--- src/rtl/led_switch_top.sv ---
// -----------------------------------------------------------------------------
// led_switch_top
//   Four independent slide-switch debouncers driving four LEDs.
//   Each switch bit is brought into the clk domain through its own
//   SYNC_STAGES-deep flop chain. It is then debounced against an accepted
//   value. A new value is accepted only after it has differed from the
//   accepted value for DEBOUNCE_CYCLES consecutive cycles.
//
// Parameters
//   SYNC_STAGES      synchronizer depth per switch bit (2..4)
//   DEBOUNCE_CYCLES  consecutive mismatch cycles needed to accept (2..65535)
//
// Ports
//   clk    in   1  system clock, all state updates on its rising edge
//   rst_n  in   1  synchronous reset, active HIGH despite the name
//   sw     in   4  asynchronous switch inputs
//   led    out  4  registered LED drive, led[i] = accepted state of sw[i]
// -----------------------------------------------------------------------------
module led_switch_top #(
  parameter int SYNC_STAGES     = 2,
  parameter int DEBOUNCE_CYCLES = 4
) (
  input  logic       clk,
  input  logic       rst_n,
  input  logic [3:0] sw,
  output logic [3:0] led
);

  localparam int CNT_W = $clog2(DEBOUNCE_CYCLES) + 1;
  localparam logic [CNT_W-1:0] CNT_MAX = CNT_W'(DEBOUNCE_CYCLES - 1);

  generate
    for (genvar gi = 0; gi < 4; gi++) begin : g_bit
      logic [SYNC_STAGES-1:0] sync_reg;
      logic                   s;
      logic                   d_reg;
      logic                   d_next;
      logic [CNT_W-1:0]       cnt_reg;
      logic [CNT_W-1:0]       cnt_next;

      // Synchronizer chain. Bit 0 samples the raw switch input.
      always_ff @(posedge clk) begin
        if (rst_n) begin
          sync_reg <= '0;
        end else begin
          sync_reg <= {sync_reg[SYNC_STAGES-2:0], sw[gi]};
        end
      end

      assign s = sync_reg[SYNC_STAGES-1];

      // The counter runs only while the synchronized value disagrees with
      // the accepted one. Any agreement, including the end of a glitch,
      // drops it back to zero. Reaching CNT_MAX accepts the new value and
      // restarts the count, so the counter can never pass CNT_MAX.
      always_comb begin
        d_next   = d_reg;
        cnt_next = '0;
        if (s != d_reg) begin
          if (cnt_reg == CNT_MAX) begin
            d_next = s;
          end else begin
            cnt_next = cnt_reg + 1'b1;
          end
        end
      end

      always_ff @(posedge clk) begin
        if (rst_n) begin
          d_reg   <= 1'b0;
          cnt_reg <= '0;
        end else begin
          d_reg   <= d_next;
          cnt_reg <= cnt_next;
        end
      end

      // The LED is the accepted-value flop itself. No logic sits between it
      // and the pin.
      assign led[gi] = d_reg;
    end
  endgenerate

endmodule

--- config.mk ---
export PLATFORM = sky130hd
export DESIGN_NAME = led_switch_top
export DESIGN_NICKNAME = d
export VERILOG_FILES = /design/src/rtl/led_switch_top.sv
export SDC_FILE = /design/constraint.sdc
export NUM_CORES = 1
export LEC_CHECK = 0
export BUFFER_PORTS_ARGS = -buffer_cell sky130_fd_sc_hd__buf_4
export CAP_MARGIN = 10
export CORE_MARGIN = 2
export CORE_UTILIZATION = 49
export CTS_CLUSTER_DIAMETER = 200
export DETAILED_ROUTE_END_ITERATION = 12
export GPL_ROUTABILITY_DRIVEN = 0
export PLACE_DENSITY = 0.71
export SLEW_MARGIN = 0
export SYNTH_ARGS = -nofsm -noshare
export SYNTH_HDL_FRONTEND = slang
export SYNTH_SLANG_ARGS = --single-unit
--- constraint.sdc ---
create_clock -name clk -period 1 [get_ports clk]
set_input_delay 0.1 -clock clk [delete_from_list [all_inputs] [get_ports clk]]
set_output_delay 0.1 -clock clk [all_outputs]
set_load 0.01 [all_outputs]
==> results of run 1 <==
where the power goes:
| group | internal [mW] | total [mW] | switching, mW |
|---|---|---|---|
| Clock | 0.405 | 0.683 | 0.278 |
| Combinational | 0.0505 | 0.0905 | 0.0400 |
| Sequential | 0.977 | 0.988 | 0.0110 |
worst paths after layout:
check                                          start                   end  slack [ns]  depth (start not counted)
worst max register to register   g_bit[1].cnt_reg[1]        g_bit[1].d_reg       -0.01                          4
worst min register to register  g_bit[0].sync_reg[0]  g_bit[0].sync_reg[1]        0.46                          1
worst min-delay path                           rst_n        g_bit[0].d_reg        0.16                          2
worst max-delay path             g_bit[1].cnt_reg[1]        g_bit[1].d_reg       -0.01                          4
critical path: cells and delay by family, from the launching register on:
family | cells | cell delay (ns)
fa+ha+maj | 2 | 0.30
flops | 1 | 0.37
simple gates | 1 | 0.05
mux | 1 | 0.19
final cells by class:
cell class | instances | area (sq um) | share of cell area
inverters | 4 | 15.0 | 0.0119
clock buffers | 3 | 22.5 | 0.0178
multi-input cells | 40 | 529 | 0.418
well taps | 25 | 31.3 | 0.0247
clock inverters | 1 | 30.0 | 0.0237
flip-flops and latches | 24 | 492 | 0.389
repair buffers | 18 | 145 | 0.115
timing repair:
item	4_1_cts	5_1_grt
endpoints found under the setup margin	16	17
setup buffers	2	1
resized for setup	21	4
pin swaps	10	3
hold buffers	4	0
endpoints found under the hold margin	4	0
cloned	0	0
logic make-up after synthesis:
group,share of synthesized area
AND/OR/NAND/NOR,0.209
flip-flops,0.525
buffers and inverters,0.0739
adder cells (fa/ha/maj),0.109
XOR/XNOR,0.0383
multiplexers,0.0438
layer usage:
| metal | track usage | part of all wire |
|---|---|---|
| met2 | 0.241 | 0.48 |
| met1 | 0.184 | 0.49 |
| met5 | 0 | 0 |
| met4 | 0.100 | 0.0076 |
| met3 | 0.0231 | 0.028 |
through the flow:
step	utilization	hold slack, ns	cells	TNS, ns	cell area [sq um]
global placement	0.580	0.308	104	-0.198	1010
floorplan	-	0.172	74	0	951
finish	0.725	0.156	115	-0.0465	1260
CTS	0.708	0.134	114	-0.134	1230
detailed placement	0.580	0.310	104	-0.482	1010
global route	0.725	0.155	115	-0.626	1260
cell usage in the layout (no fill, tap or decap):
cell type,Yosys,final
mux2i_1,4,4
dlygate4sd3_1,0,4
clkbuf_4,0,3
dfxtp_2,0,9
ha_4,0,8
inv_1,4,4
nor4_4,0,2
nor2_1,4,4
nor4b_2,4,4
dfxtp_1,24,15
and2b_1,3,3
nor2b_1,5,5
buf_4,4,14
xnor2_1,4,3
xnor2_2,0,1
nor4_2,2,6
bufinv_16,0,1
==> impl_metrics.tcl, run 1 <==
set metrics [dict create \
    run_status "complete, but fails checks" \
    violations "negative setup slack" \
    rsz0062_at_grt "yes" \
    drtPass1Iterations 3 \
    yosys_warnings 0 \
    max_freq_mhz 987 \
    path_clk_slew_ns 0.13 \
    grt_max_degree 25 \
    cp.required_ns 1.20 \
    syn-cell-area_sq_um 915 \
    vdd_drop_max_mv 1.07 \
    drtAntennaViolNets 0 \
    critical_path.endpoint_type "flip-flop" \
    synth_edf_count 0 \
    powerDensity_nw_per_um2 1390 \
    pre_cts_ws_ns -0.102 \
    numCtsBuffers 3 \
    synth_top_area_share 0.525 \
    worstPathMaxFanout 4 \
    hold_viol_final 0 \
    first_global_vias 553 \
    hp-class "in2reg" \
    drc 0 \
    num-nets-final 105 \
    die_y_um 47.2 \
    synth_area_per_cell_sq_um 12.4 \
    cpPeakStageDelay_ns 0.37 \
    cap_violations 0 \
    viasPerCell 4.59 \
    startpoint_type "flip-flop" \
    htree_levels 1 \
    yosysSeqAreaShare 0.525 \
    synth_cells 74 \
    synth_ff_type "dfxtp_1" \
    drv_slew 0 \
    clockRootBuffer "clkbuf_4" \
    ys_ff_latch 24 \
    largest_reg_flops 12 \
    fin_crit_sh 1.01 \
    routed_wl_um 1320 \
    die_area_sq_um 2230 \
    setup_viol 5 \
    worst-setup-path-type "reg2reg" \
    p_total_mw 1.76 \
    fillers 126 \
    grt_pass1_wl_um 2260 \
    syn_to_final_growth_pct 38.3 \
    cts_tree "yes" \
    crit_top_cell "ha_4" \
    critical-path-slowest-cell "dfxtp_2" \
    clkLatencyLatePin_ns 0.31 \
    antenna_found_initial 0 \
    initial_utilization 0.524 \
    drive_gt1_frac 0.533 \
    synth.largest_area_cell "dfxtp_1" \
    synth_most_common_cell "dfxtp_1" \
    ys_top_cells_by_area "dfxtp_1, ha_1, nor4b_2, mux2i_1, nor4_1" \
    synth_common_cells "dfxtp_1, ha_1, nor4_1" \
    p_leak_nw 0.438 \
    tightest_slew_ns 0.403 \
    skew_ns 0.00377 \
    die_w_um 47.2 \
    avgRoutedWirePerCell_um 11.5 \
    portBuffers 9 \
    diodes 0 \
    core_sq_um 1750 \
    boundaryPins 10 \
    via_count 528 \
    crit_chain "ha_4 -> ha_4 -> mux2i_1 -> nor2_1" \
    gr-total-overflow 0 \
    synth-async-reset-ratio 0 \
    relSlewSlack 0.729 \
    syn_nets 88 \
    netlist-cell-type-count 13 \
    cts_buffer_depth 2 \
    rows 15 \
    setup_slack_ns -0.0131 \
    fin_crit_ns 1.01 \
    drt-initial-drc-count 1 \
    clock-sinks 24 \
    grt_usage 0.150 \
    crit_arrival_ns 1.21 \
]
No activity file was read; power rests on OpenSTA's default activity.
==> run 2, diff against run 1 <==
Settings changed: SETUP_SLACK_MARGIN from default to 0.02.
==> impl_metrics.tcl, run 2 (synthesis gave the netlist of run 1 again) <==
set metrics [dict create \
    drtAntennaViolNets 0 \
    clock-sinks 24 \
    rows 15 \
    r2r-end "g_bit[2].cnt_reg[2]" \
    run_status "complete, but fails checks" \
    powerDensity_nw_per_um2 1280 \
    numCtsBuffers 3 \
    htree_levels 1 \
    setup_viol 6 \
    gr-total-overflow 0 \
    fin_util 0.704 \
    tightest_slew_ns 0.403 \
    reg2regPathDepth 3 \
    drt-initial-drc-count 1 \
    viasPerCell 4.77 \
    drv_slew 0 \
    diodes 0 \
    min_delay_path_depth 2 \
    fin_crit_ns 1.07 \
    routed_wl_um 1350 \
    p_int_mw 1.25 \
    drtPass1Iterations 3 \
    skew_ns 0.00466 \
    crit_arrival_ns 1.29 \
    num-nets-final 104 \
    cts_buffer_depth 2 \
    die_y_um 47.2 \
    boundaryPins 10 \
    worstReg2RegStart "g_bit[2].cnt_reg[1]" \
    max_freq_mhz 939 \
    power_frac_comb 0.055 \
    violations "negative setup slack" \
    path_clk_slew_ns 0.12 \
    clkLatencyLatePin_ns 0.31 \
    setup_slack_ns -0.0654 \
    hold_path_end "g_bit[3].d_reg" \
    drc 0 \
    via_count 544 \
    relSlewSlack 0.729 \
    first_global_vias 549 \
    cp.required_ns 1.22 \
    syn_to_final_growth_pct 34.3 \
    worst-setup-path-type "reg2reg" \
    placed_area_sq_um 1040 \
    vdd_drop_max_mv 0.971 \
    rsz0062_at_grt "yes" \
    hp-class "in2reg" \
    antenna_found_initial 0 \
    grt_max_degree 25 \
    grt_usage 0.151 \
    critical_path.endpoint_type "flip-flop" \
    die_w_um 47.2 \
    whs_ns 0.126 \
    pre_cts_ws_ns -0.0386 \
    final_cell_mix "dfxtp_1, buf_4, dfxtp_2, ha_4, nor4_2" \
    pwr-share-seq 0.630 \
    portBuffers 9 \
    cap_violations 0 \
    die_area_sq_um 2230 \
    final_cells 114 \
    worstPathMaxFanout 1 \
    core_sq_um 1750 \
    largest_reg_flops 12 \
    fin_crit_sh 1.07 \
    clockRootBuffer "clkbuf_4" \
    startpoint_type "flip-flop" \
    pwr-share-clk 0.315 \
    grt_pass1_wl_um 2260 \
    hold_viol_final 0 \
    place_hpwl_um 859 \
    initial_utilization 0.524 \
    place_inst 104 \
    swShare 0.203 \
    rrSetupSlack_ns -0.07 \
    avgRoutedWirePerCell_um 11.9 \
    p_leak_nw 0.425 \
    hold_path.startpoint "rst_n" \
    switchingPower_mw 0.319 \
    drive_gt1_frac 0.539 \
    fin_area_sq_um 1230 \
    cts_tree "yes" \
]
==> run 2: critical path, stage by stage, from the launching register on <==
cell	delay, ns
dfxtp_2	0.35
ha_4	0.16
ha_4	0.23
nor4_2	0.23
==> run 2: repair_timing <==
item | in CTS | in global routing
resized for setup | 13 | 5
hold buffers | 4 | 0
endpoints found under the setup margin | 17 | 19
hold endpoints to repair | 4 | 0
setup buffers | 1 | 1
pin swaps | 8 | 3
==> run 2: how the worst max path moves through the flow <==
stage,to,startpoint
final,g_bit[2].cnt_reg[2],g_bit[2].cnt_reg[1]
after global routing,g_bit[2].cnt_reg[2],g_bit[2].cnt_reg[0]
after CTS,g_bit[1].cnt_reg[2],g_bit[1].cnt_reg[0]
after detailed placement,g_bit[3].d_reg,g_bit[3].cnt_reg[0]
after global placement,g_bit[3].d_reg,g_bit[3].cnt_reg[0]
after floorplan,g_bit[0].d_reg,g_bit[0].cnt_reg[0]
==> run 2: per-layer routing <==
metal | wire (um) | global-route usage
met3 | 46 | 0.0346
met4 | 48 | 0.100
met1 | 583 | 0.169
met5 | 0 | 0
met2 | 674 | 0.255
==> run 2: layout make-up <==
type                    instances  area, sq um
fillers                       131          517
multi-input cells              40          514
flip-flops and latches         24          494
repair buffers                 17          138
clock buffers                   4         36.3
well taps                      25         31.3
inverters                       4         15.0
==> run 2: through the flow <==
step,setup TNS (ns),power (mW)
finish,-0.107,1.57
CTS,-0.122,1.59
floorplan,0,1.05
global route,-0.635,1.64
global placement,-0.0171,1.07
detailed placement,-0.165,1.07
==> run 2: power by group through the flow <==
stage | logic (mW) | clock network [mW] | registers, mW
final | 0.0863 | 0.493 | 0.987
after global routing | 0.0942 | 0.559 | 0.990
after CTS | 0.0831 | 0.523 | 0.988
after detailed placement | 0.0640 | 0 | 1.01
after global placement | 0.0615 | 0 | 1.01
after floorplan | 0.0452 | 0 | 1.00
==> run 3, diff against run 2 <==
Settings changed: PLACE_DENSITY 0.71 to default, PLACE_DENSITY_LB_ADDON from default to 0.05.
==> impl_metrics.tcl, run 3 (synthesis gave the netlist of run 1 again) <==
set metrics [dict create \
    run_status "complete, but fails checks" \
    violations "negative setup slack" \
    layout_commonest_cell "dfxtp_1" \
    reg2regPathDepth 3 \
    routed_wl_um 1220 \
    cp.required_ns 1.23 \
    diodes 0 \
    rows 15 \
    numCtsBuffers 3 \
    regArea_sq_um 493 \
    crit_arrival_ns 1.27 \
    hold_path_end "g_bit[1].d_reg" \
    viasPerCell 4.81 \
    p_int_mw 1.17 \
    rrSetupSlack_ns -0.04 \
    worstPathMaxFanout 2 \
    crit_buf_inv 0 \
    startpoint_type "flip-flop" \
    fin_util 0.697 \
    fin_crit_sh 1.04 \
    final_cell_mix "dfxtp_1, buf_4, dfxtp_2, ha_4, nor2b_1" \
    avgRoutedWirePerCell_um 10.8 \
    pwr-share-clk 0.275 \
    crit_chain "ha_4 -> ha_4 -> nor4_4" \
    critical_path.endpoint_type "flip-flop" \
    grt_usage 0.138 \
    switchingPower_mw 0.312 \
    initial_utilization 0.524 \
    cp_top_family "adder cells" \
    drtPass1Iterations 1 \
    critical-path-slowest-cell "dfxtp_2" \
    gr-total-overflow 0 \
    drive_gt1_frac 0.511 \
    pwr-share-seq 0.668 \
    hold_path.startpoint "rst_n" \
    clkLatencyLatePin_ns 0.31 \
    largest_reg_flops 12 \
    worstReg2RegStart "g_bit[3].cnt_reg[0]" \
    use_met1 0.158 \
    tightest_slew_ns 0.339 \
    die_y_um 47.2 \
    antenna_found_initial 0 \
    hold_viol_final 0 \
    fillers 137 \
    drtAntennaViolNets 0 \
    drt-initial-drc-count 0 \
    relSlewSlack 0.772 \
    multiInputGateArea_sq_um 518 \
    pre_cts_ws_ns -0.0617 \
    core_sq_um 1750 \
    p_leak_nw 0.417 \
    drv_slew 0 \
    syn_to_final_growth_pct 33.1 \
    via_count 544 \
    final_cells 113 \
    place_inst 104 \
    grt_max_degree 25 \
    htree_levels 1 \
    met2_usage 0.205 \
    hp-class "in2reg" \
    cts_tree "yes" \
    cts_buffer_depth 2 \
    tns_ns -0.103 \
    busiest_layer "met2" \
    portBuffers 9 \
    path_clk_slew_ns 0.12 \
    die_area_sq_um 2230 \
    clock-sinks 24 \
    clockRootBuffer "clkbuf_4" \
    powerDensity_nw_per_um2 1210 \
    r2r-end "g_bit[3].cnt_reg[2]" \
    min_delay_path_depth 2 \
    power_frac_comb 0.058 \
    placed_area_sq_um 1040 \
    first_global_vias 506 \
    setup_viol 4 \
    num-nets-final 104 \
    fin_crit_ns 1.04 \
    setup_slack_ns -0.0435 \
    grt_pass1_wl_um 2000 \
    fin_area_sq_um 1220 \
    die_w_um 47.2 \
    grt_util_met3 0.0346 \
    cap_violations 0 \
    drc 0 \
    rsz0062_at_grt "yes" \
    max_freq_mhz 958 \
    swShare 0.211 \
    vdd_drop_max_mv 0.826 \
    crit_top_cell "ha_4" \
    place_hpwl_um 801 \
    worst-setup-path-type "reg2reg" \
    cpPeakStageDelay_ns 0.35 \
    skew_ns 0.00129 \
    boundaryPins 10 \
]
==> run 3: timing repair <==
item,in CTS,in global routing
pin swaps,11,7
hold buffers,4,0
setup endpoints to repair,16,19
gates resized for setup,9,8
buffers inserted,0,2
endpoints found under the hold margin,4,0
==> run 3: worst max path at each step <==
stage | slack, ns | to | startpoint | cells after the start
2_1_floorplan | 0.02 | g_bit[0].d_reg | g_bit[0].cnt_reg[0] | 4
3_3_place_gp | -0.02 | g_bit[0].cnt_reg[1] | g_bit[0].cnt_reg[0] | 3
3_5_place_dp | -0.06 | g_bit[3].cnt_reg[2] | g_bit[3].cnt_reg[0] | 3
4_1_cts | -0.06 | g_bit[3].cnt_reg[2] | g_bit[3].cnt_reg[0] | 3
5_1_grt | -0.06 | g_bit[3].d_reg | g_bit[3].cnt_reg[1] | 4
6_report | -0.04 | g_bit[3].cnt_reg[2] | g_bit[3].cnt_reg[0] | 3
==> run 3: layout make-up <==
class / instances / share of cell area
Multi-Input combinational cell: 40 / 0.425
Sequential cell: 24 / 0.405
Timing Repair Buffer: 17 / 0.113
Tap cell: 25 / 0.0257
Clock buffer: 3 / 0.0185
Inverter: 4 / 0.0123
==> run 3: through the flow <==
stage | hold slack (ns) | total power, mW
detailed placement | 0.311 | 1.07
finish | 0.131 | 1.48
global route | 0.138 | 1.55
floorplan | 0.172 | 1.05
global placement | 0.309 | 1.07
CTS | 0.134 | 1.49
==> run 3: metal layers <==
layer | vias up | routed length, um
met1 | 250 | 545
met2 | 12 | 570
met3 | 5 | 46
met5 | - | 0
li1 | 277 | -
met4 | 0 | 57
==> run 3: power groups by stage <==
stage          logic [mW]  registers (mW)  clock network, mW
6_report           0.0850           0.987              0.406
5_1_grt            0.0937           0.989              0.469
4_1_cts            0.0779           0.987              0.424
3_5_place_dp       0.0636            1.01                  0
3_3_place_gp       0.0624            1.01                  0
2_1_floorplan      0.0452            1.00                  0
